<file path="config.mk">
export PLATFORM = sky130hd
export DESIGN_NAME = csr_file_flat
export DESIGN_NICKNAME = d
export VERILOG_FILES = /design/src/rtl/csr_file_if.sv /design/src/rtl/csr_file.sv /design/src/flat_wrapper.sv
export SDC_FILE = /design/constraint.sdc
export NUM_CORES = 1
export LEC_CHECK = 0
export CORE_UTILIZATION = 45
export DETAILED_ROUTE_END_ITERATION = 16
export GPL_TIMING_DRIVEN = 0
export HOLD_SLACK_MARGIN = 0.1
export PLACE_DENSITY = 0.73
export SYNTH_ARGS = -nofsm -noshare
export SYNTH_HDL_FRONTEND = slang
export SYNTH_SLANG_ARGS = --single-unit
</file>
<file path="constraint.sdc">
create_clock -name clk -period 2.8 [get_ports clk]
set_input_delay 0.56 -clock clk [delete_from_list [all_inputs] [get_ports clk]]
set_output_delay 0.56 -clock clk [all_outputs]
set_load 0.005 [all_outputs]
</file>
<file path="src/rtl/csr_file_if.sv">
// CSR file bus: decode read port, execute/exception write ports, and exported state.
interface csr_file_if;
    logic [11:0] raddr_i;
    logic [31:0] rdata_o;
    logic        we_i;
    logic [11:0] waddr_i;
    logic [31:0] wdata_i;
    logic        excp_we_i;
    logic [11:0] excp_waddr_i;
    logic [31:0] excp_wdata_i;
    logic        timer_irq_i;
    logic [31:0] csr_mtvec_o;
    logic [31:0] csr_mepc_o;
    logic [31:0] csr_mstatus_o;
    logic        irq_pending_o;

    modport master (
        output raddr_i, we_i, waddr_i, wdata_i,
        output excp_we_i, excp_waddr_i, excp_wdata_i, timer_irq_i,
        input  rdata_o, csr_mtvec_o, csr_mepc_o, csr_mstatus_o, irq_pending_o
    );

    modport slave (
        input  raddr_i, we_i, waddr_i, wdata_i,
        input  excp_we_i, excp_waddr_i, excp_wdata_i, timer_irq_i,
        output rdata_o, csr_mtvec_o, csr_mepc_o, csr_mstatus_o, irq_pending_o
    );
endinterface

</file>
<file path="src/rtl/csr_file.sv">
// Machine-mode CSR file: combinational read, dual write ports (exception port wins), 64-bit mcycle.
module csr_file #(
    parameter logic [31:0] MTVEC_RESET = 32'h0000_0000,
    parameter logic [31:0] HART_ID     = 32'h0000_0000
) (
    input  logic       clk,
    input  logic       rst_n,
    csr_file_if.slave  bus
);
    localparam int unsigned XLEN = 32;
    localparam int unsigned AW   = 12;
    localparam int unsigned NW   = 8;

    localparam int unsigned IDX_MSTATUS  = 0;
    localparam int unsigned IDX_MIE      = 1;
    localparam int unsigned IDX_MTVEC    = 2;
    localparam int unsigned IDX_MSCRATCH = 3;
    localparam int unsigned IDX_MEPC     = 4;
    localparam int unsigned IDX_MCAUSE   = 5;
    localparam int unsigned IDX_MCYCLE   = 6;
    localparam int unsigned IDX_MCYCLEH  = 7;

    localparam logic [AW-1:0] W_ADDRS [NW] = '{
        12'h300, 12'h304, 12'h305, 12'h340, 12'h341, 12'h342, 12'hB00, 12'hB80
    };

    logic            r_mstatus_mie;
    logic            r_mstatus_mpie;
    logic            r_mie_mtie;
    logic [XLEN-3:0] r_mtvec;
    logic [XLEN-1:0] r_mscratch;
    logic [XLEN-3:0] r_mepc;
    logic [XLEN-1:0] r_mcause;
    logic [63:0]     r_mcycle;

    logic [NW-1:0]   w_we;
    logic [XLEN-1:0] w_wd [NW];
    logic [63:0]     w_mcycle_nxt;
    logic [XLEN-1:0] w_mstatus;

    // Per-CSR write decode; the exception port's data wins on an address collision.
    always_comb begin
        w_we = '0;
        for (int i = 0; i < int'(NW); i++) begin
            w_we[i] = (bus.excp_we_i && (bus.excp_waddr_i == W_ADDRS[i]))
                   || (bus.we_i && (bus.waddr_i == W_ADDRS[i]));
            w_wd[i] = (bus.excp_we_i && (bus.excp_waddr_i == W_ADDRS[i]))
                   ? bus.excp_wdata_i : bus.wdata_i;
        end
    end

    // A write to either half suppresses the increment for that cycle.
    always_comb begin
        w_mcycle_nxt = r_mcycle + 64'd1;
        if (w_we[IDX_MCYCLE] || w_we[IDX_MCYCLEH]) begin
            w_mcycle_nxt = r_mcycle;
            if (w_we[IDX_MCYCLE])  w_mcycle_nxt[31:0]  = w_wd[IDX_MCYCLE];
            if (w_we[IDX_MCYCLEH]) w_mcycle_nxt[63:32] = w_wd[IDX_MCYCLEH];
        end
    end

    always_ff @(posedge clk or negedge rst_n) begin
        if (!rst_n) begin
            r_mstatus_mie  <= 1'b0;
            r_mstatus_mpie <= 1'b0;
            r_mie_mtie     <= 1'b0;
            r_mtvec        <= MTVEC_RESET[31:2];
            r_mscratch     <= '0;
            r_mepc         <= '0;
            r_mcause       <= '0;
            r_mcycle       <= '0;
        end else begin
            if (w_we[IDX_MSTATUS]) begin
                r_mstatus_mie  <= w_wd[IDX_MSTATUS][3];
                r_mstatus_mpie <= w_wd[IDX_MSTATUS][7];
            end
            if (w_we[IDX_MIE])      r_mie_mtie <= w_wd[IDX_MIE][7];
            if (w_we[IDX_MTVEC])    r_mtvec    <= w_wd[IDX_MTVEC][31:2];
            if (w_we[IDX_MSCRATCH]) r_mscratch <= w_wd[IDX_MSCRATCH];
            if (w_we[IDX_MEPC])     r_mepc     <= w_wd[IDX_MEPC][31:2];
            if (w_we[IDX_MCAUSE])   r_mcause   <= w_wd[IDX_MCAUSE];
            r_mcycle <= w_mcycle_nxt;
        end
    end

    // MPP is hardwired to machine mode.
    assign w_mstatus = {19'h0, 2'b11, 3'b000, r_mstatus_mpie, 3'b000, r_mstatus_mie, 3'b000};

    always_comb begin
        bus.rdata_o = '0;
        case (bus.raddr_i)
            12'h300: bus.rdata_o = w_mstatus;
            12'h304: bus.rdata_o = {24'h0, r_mie_mtie, 7'h0};
            12'h305: bus.rdata_o = {r_mtvec, 2'b00};
            12'h340: bus.rdata_o = r_mscratch;
            12'h341: bus.rdata_o = {r_mepc, 2'b00};
            12'h342: bus.rdata_o = r_mcause;
            12'h344: bus.rdata_o = {24'h0, bus.timer_irq_i, 7'h0};
            12'hB00, 12'hC00: bus.rdata_o = r_mcycle[31:0];
            12'hB80, 12'hC80: bus.rdata_o = r_mcycle[63:32];
            12'hF14: bus.rdata_o = HART_ID;
            default: bus.rdata_o = '0;
        endcase
    end

    assign bus.csr_mtvec_o   = {r_mtvec, 2'b00};
    assign bus.csr_mepc_o    = {r_mepc, 2'b00};
    assign bus.csr_mstatus_o = w_mstatus;
    assign bus.irq_pending_o = bus.timer_irq_i & r_mie_mtie;
endmodule

</file>
<file path="src/flat_wrapper.sv">
// flat-port wrapper written by rule: the top's interface ports become plain ports
module csr_file_flat 
#(
    parameter logic [31:0] MTVEC_RESET = 32'h0000_0000,
    parameter logic [31:0] HART_ID     = 32'h0000_0000
)
  (clk, rst_n, bus_raddr_i, bus_we_i, bus_waddr_i, bus_wdata_i, bus_excp_we_i, bus_excp_waddr_i, bus_excp_wdata_i, bus_timer_irq_i, bus_rdata_o, bus_csr_mtvec_o, bus_csr_mepc_o, bus_csr_mstatus_o, bus_irq_pending_o);
  csr_file_if bus_i ();
  input  logic clk;
  input  logic rst_n;
  input wire logic [$bits(bus_i.raddr_i)-1:0] bus_raddr_i;
  input wire logic [$bits(bus_i.we_i)-1:0] bus_we_i;
  input wire logic [$bits(bus_i.waddr_i)-1:0] bus_waddr_i;
  input wire logic [$bits(bus_i.wdata_i)-1:0] bus_wdata_i;
  input wire logic [$bits(bus_i.excp_we_i)-1:0] bus_excp_we_i;
  input wire logic [$bits(bus_i.excp_waddr_i)-1:0] bus_excp_waddr_i;
  input wire logic [$bits(bus_i.excp_wdata_i)-1:0] bus_excp_wdata_i;
  input wire logic [$bits(bus_i.timer_irq_i)-1:0] bus_timer_irq_i;
  output wire logic [$bits(bus_i.rdata_o)-1:0] bus_rdata_o;
  output wire logic [$bits(bus_i.csr_mtvec_o)-1:0] bus_csr_mtvec_o;
  output wire logic [$bits(bus_i.csr_mepc_o)-1:0] bus_csr_mepc_o;
  output wire logic [$bits(bus_i.csr_mstatus_o)-1:0] bus_csr_mstatus_o;
  output wire logic [$bits(bus_i.irq_pending_o)-1:0] bus_irq_pending_o;
  assign bus_i.raddr_i = bus_raddr_i;
  assign bus_i.we_i = bus_we_i;
  assign bus_i.waddr_i = bus_waddr_i;
  assign bus_i.wdata_i = bus_wdata_i;
  assign bus_i.excp_we_i = bus_excp_we_i;
  assign bus_i.excp_waddr_i = bus_excp_waddr_i;
  assign bus_i.excp_wdata_i = bus_excp_wdata_i;
  assign bus_i.timer_irq_i = bus_timer_irq_i;
  assign bus_rdata_o = bus_i.rdata_o;
  assign bus_csr_mtvec_o = bus_i.csr_mtvec_o;
  assign bus_csr_mepc_o = bus_i.csr_mepc_o;
  assign bus_csr_mstatus_o = bus_i.csr_mstatus_o;
  assign bus_irq_pending_o = bus_i.irq_pending_o;
  csr_file #(.MTVEC_RESET(MTVEC_RESET), .HART_ID(HART_ID)) u_core (.clk(clk), .rst_n(rst_n), .bus(bus_i));
endmodule
</file>
# Word-level counts from Yosys, hierarchy flattened
# Cells that the tools add are included.
# word_totals
regBits	191
latchBits	0
ram_bits	0
romBits	0
elab_cells	79
n_memories	0
# classes
n_addsub	1
n_mul	0
div_mod_pow	0
order_cmp	0
n_eq_ne	29
n_shift	0
mux	12
bitwise	1
reduce_logical	27
# ops
op	n
$pmux W32 S9	1
$mux W32	8
$eq A12 B10 Y1 const B	19
$eq A12 B12 Y1 const B	8
$add A64 B1 Y64 const B	1
$mux W64	1
$logic_and A1 B1 Y1	16
$mux W8	2
$logic_or A1 B1 Y1	9
$ne A2 B1 Y1 const B	2
$reduce_or A2 Y1	2
$and A1 B1 Y1	1

# Logic depth before layout (Yosys ltp)
# Gate-level depths: netlist of run 1.
# logic_depth
ltp_word	5
ltp_mapped	9
ltp_nobuf	7

# Least setup slack after synthesis of run 1
# OpenSTA, ideal clock, no wires.
# synth_path
path_kind	input -> output
from	input port bus_raddr_i[1]
to	output port bus_rdata_o[15]
arrival_time_ns	2.340
t_required_ns	2.240
slack_ns	-0.100
stages	8
n_path_buf	2
path_cell_list	or2_2 -> nor4_1 -> and3_1 -> and3_1 -> clkbuf_1 -> clkbuf_1 -> a22oi_1 -> nand3_1
# synth_via
elab_chain_cells	3
word_cells_on_any_way	14
classes_between	eq/ne: 11; mux: 1; reduce/logical: 2
# synth_rtl
element	line	rtl
from (decl)	flat_wrapper.sv:11	input wire logic [$bits(bus_i.raddr_i)-1:0] bus_raddr_i;
$eq A12 B12 Y1	csr_file.sv:91	case (bus.raddr_i)
$reduce_or A2 Y1	csr_file.sv:91	
$pmux W32 S9 *	csr_file.sv:91	
to (decl)	flat_wrapper.sv:19	output wire logic [$bits(bus_i.rdata_o)-1:0] bus_rdata_o;
# Every way passes the cells marked *; elsewhere a longest branch is shown, timed or not.

# Worst setup path after layout of run 1
# layout_path
from	input port bus_raddr_i[1]
to	output port bus_rdata_o[31]
# Same word-level chain as after synthesis.

==> results by group, run 1 <==
Setup path
  – Crit path max fanout: 6
  – CP most frequent cell: buf_6
  – Critical path, cell by cell: buf_6 > or2_4 > nor4_4 > and3_4 > and3_4 > buf_6 > buf_8 > buf_6 > buf_6 > a22oi_2 > nand3_2 > buf_2
  – CP bufs+invs: 6
  – Worst path max stage delay: 300 ps
  – Crit end category: primary output
  – Worst setup path startpoint: bus_raddr_i[1]
  – Critical Path Start Type: input port
  – CP Class: in -> out
  – Worst r2r src: u_core.r_mcycle[5]
  – Critical Path Slowest Stage Cell: and3_4
  – Crit path arrival time: 2470 ps
  – Crit path required time: 2240 ps
  – Top delay family on crit path: simple AND/OR/NAND/NOR gates

STA
  – Worst rel slew slack: 34.5%
  – RSZ-0062 raised after global routing: yes
  – Setup Viol. Count Final: 28
  – Tcrit/Tclk final: 108%
  – Final Hold Violating Endpoints: 0
  – Fin crit period: 3030 ps
  – Post-route setup TNS: -3390 ps
  – FMAX: 0.330 GHz
  – Final Max Slew Viols: 0
  – Setup Skew: 12.2 ps
  – Measured slew at the worst slew-check pin: 983 ps
  – Setup WS post-layout: -228 ps

Logic synthesis
  – Top-count cell post-synth: dfrtp_1
  – Synth Cell Area: 12700 sq um
  – Post-synth top area cell: dfrtp_1
  – Synthesis Warnings: 0
  – Async SR Flop Fraction: 100%
  – Synth Register Bits: 191
  – Synth area leaders: dfrtp_1 (38%), mux2i_1 (10%), o21ai_0 (5.7%), nand2_1 (5.6%), a22oi_1 (5.4%)
  – Yosys top cell area share: 37.7%
  – Yosys cell types: 74
  – Syn Area/Cell: 8.41 sq um
  – EDFF count, synth: 0
  – Register area share after synthesis: 37.7%
  – List of most frequent post-synthesis cells: dfrtp_1 (191), nand2_1 (188), o21ai_0 (143), mux2i_1 (131), nor2_1 (107)
  – Primary FF master, synth: dfrtp_1
  – Mapped Cells: 1505

Die
  – # rows: 61
  – Die area: 28800 sq um
  – Starting Density: 45.7%
  – Core Region: 27700 sq um
  – Die height: 170 um
  – Die W: 170 um
  – I/O pin cnt: 234

Power and ir drop
  – Switching Fraction: 31.1%
  – LEAKAGE: 8.29 nW
  – Register share of total power: 47.3%
  – Logic gate share of total power: 12.6%
  – Worst VDD drop: 0.396 mV
  – Power Dens Cells: 366 nW/um^2
  – Int Pwr: 4.39 mW
  – Clock power share: 40.2%
  – Sw Pwr: 1.99 mW

Placed design
  – Port-buffer cells: 196
  – Placed inst area: 15300 sq um
  – GPL Wtd Cong: 1.05
  – Dpl hpwl: 45.6 mm

Clock network
  – Clk_lat worst skew: 460 ps
  – H-tree Lvls: 4
  – Clock slew at reported path FFs: 80 ps
  – CTS Buffer Depth: 2
  – TritonCTS clock tree: yes
  – Clock sink total: 191
  – Hold Buf Count CTS: 0
  – Root Driver: clkbuf_16
  – Num CTS Buffers: 17

Detailed routing
  – Remaining antenna violation count after routing: 0
  – DRC Markers: 0
  – Top layer used by detailed routing: met4
  – Met2 WL: 27.2 mm
  – DR iter-0 viols: 2118
  – Vias per cell: 6.54
  – DR vias: 14600
  – Per-cell routed wire length: 28.1 um
  – Post-Route WL: 62.7 mm
  – Drt pass-1 iters: 6
  – Met3 WL: 7.46 mm
  – Wl on met1: 24.4 mm

Global routing
  – GRT Overall Usage: 43.5%
  – Initial antenna violation count: 0
  – Largest net degree at the start of global routing: 101
  – Congestion Overflow GR: 0
  – First-pass GRT wire length: 90.7 mm
  – Vias in the first global route: 13600

Final layout
  – Area Overhead vs Synth: 37.6%
  – Diodes inserted: 0
  – Final net count: 1946
  – Fin area: 17400 sq um
  – Ratio of cells with drive above 1 in the final layout: 21.0%

Status
  – Status: finished with violations
  – Failing checks: setup timing

Job
  – Max-cap violations: 0

Hold path
  – Worst Hold Class: in -> async
[final timing paths]
| kind | slack, ps | depth (start not counted) | to |
|---|---|---|---|
| worst max register to register | 80 | 7 | u_core.r_mcycle[59] |
| worst max-delay path | -230 | 12 | bus_rdata_o[31] |
| worst min-delay path | 110 | 1 | u_core.r_mstatus_mie |
| max in group asynchronous | 1730 | 2 | u_core.r_mcycle[47] |
| worst min register to register | 580 | 2 | u_core.r_mscratch[13] |
| min in group clk | 550 | 3 | u_core.r_mtvec[5] |
[worst register-to-register path: stages, from the launching register on]
cell      delay [ps]
dfrtp_1          330
clkbuf_1         290
nand3_1          340
nor3_1           600
nand3_1          310
nor3_1           380
mux2i_1          150
nor4_1           230
[cell type report]
| class | count | area, sq um |
|---|---|---|
| clock inverter | 15 | 164 |
| fill | 2367 | 10300 |
| inverter | 16 | 60.1 |
| timing repair buffer | 294 | 2740 |
| clock buffer | 17 | 425 |
| sequential | 191 | 4780 |
| tap | 378 | 473 |
| buffer | 129 | 916 |
| multi-input combinational | 1191 | 7870 |
[registers in the layout, summed over array words and instances (netlist names)]
register and count:
u_core.r_mscratch 32, u_core.r_mstatus_mpie 1, u_core.r_mstatus_mie 1, u_core.r_mcause 32
u_core.r_mcycle 64, u_core.r_mtvec 30, u_core.r_mepc 30, u_core.r_mie_mtie 1
[logic make-up (layout without fill, tap and decap cells)]
| group | after synthesis | after routing | share of synthesized area [%] |
|---|---|---|---|
| fa+ha+maj | 1 | 1 | 0.0988 |
| buf+inv | 155 | 471 | 5.94 |
| compound gates | 469 | 469 | 23.7 |
| simple gates | 553 | 553 | 21.8 |
| other cells | 2 | 34 | 0.0593 |
| xor+xnor | 2 | 2 | 0.138 |
| flops | 191 | 191 | 37.7 |
| mux | 132 | 132 | 10.4 |
[power by group through the flow]
| stage | Sequential (mW) | Combinational, mW | Clock, mW |
|---|---|---|---|
| 3_3_place_gp | 3.05 | 0.716 | 0 |
| 5_1_grt | 3.03 | 0.847 | 2.67 |
| 6_report | 3.02 | 0.801 | 2.56 |
| 4_1_cts | 3.00 | 0.765 | 2.56 |
| 3_5_place_dp | 3.05 | 0.729 | 0 |
| 2_1_floorplan | 3.00 | 0.298 | 0 |
[placed cells by master, fill, tap and decap left out, types with 11 or more instances in the layout]
| cell | count |
|---|---|
| mux2i_1 | 130 |
| nand4_1 | 29 |
| buf_6 | 32 |
| o22a_1 | 12 |
| inv_1 | 15 |
| nor2_1 | 103 |
| buf_4 | 100 |
| nand3_1 | 57 |
| a22oi_1 | 61 |
| o21ai_0 | 137 |
| and2_1 | 11 |
| clkdlybuf4s50_1 | 148 |
| nand2_1 | 186 |
| buf_2 | 50 |
| clkbuf_2 | 30 |
| conb_1 | 34 |
| o211ai_1 | 26 |
| nor4_4 | 14 |
| nand3_2 | 13 |
| nor3_1 | 35 |
| clkbuf_16 | 23 |
| a31oi_1 | 31 |
| a22oi_2 | 30 |
| a21oi_1 | 77 |
| clkbuf_1 | 21 |
| o21a_1 | 13 |
| and3_1 | 17 |
| dfrtp_1 | 191 |
[layer usage]
metal,vias up,GRT usage (%)
li1,6243,-
met1,7006,58.4
met2,1121,65.2
met3,221,10.4
met4,0,22.1
met5,-,0
[per-stage QoR]
stage          hold slack (ps)  worst slack (ps)  power [mW]  instances  utilization, %
3_5_place_dp               562             -2260        3.78       2112            55.1
3_3_place_gp               551             -7250        3.77       2111            55.0
5_1_grt                    172              -233        6.54       2231            62.9
6_report                   109              -228        6.38       2231            62.9
2_1_floorplan              264              7.15        3.30       1537               -
4_1_cts                    158              -364        6.32       2212            62.1
[repair_timing]
item	CTS	global route
endpoints found under the setup margin	190	156
setup buffers	66	34
cloned	5	0
gates resized for setup	365	93
pin swaps	62	50
hold endpoints to repair	0	0
No activity file was read; power rests on OpenSTA's default activity.
==> run 2: changes to the inputs <==
--- a/config.mk
+++ b/config.mk
@@ -6,6 +6,7 @@
 export NUM_CORES = 1
 export LEC_CHECK = 0
 export CORE_UTILIZATION = 45
+export CTS_CLUSTER_SIZE = 12
 export DETAILED_ROUTE_END_ITERATION = 16
 export GPL_TIMING_DRIVEN = 0
 export HOLD_SLACK_MARGIN = 0.1
==> results of run 2 <==
Final layout, timing and power as in run 1 (identical DEF).
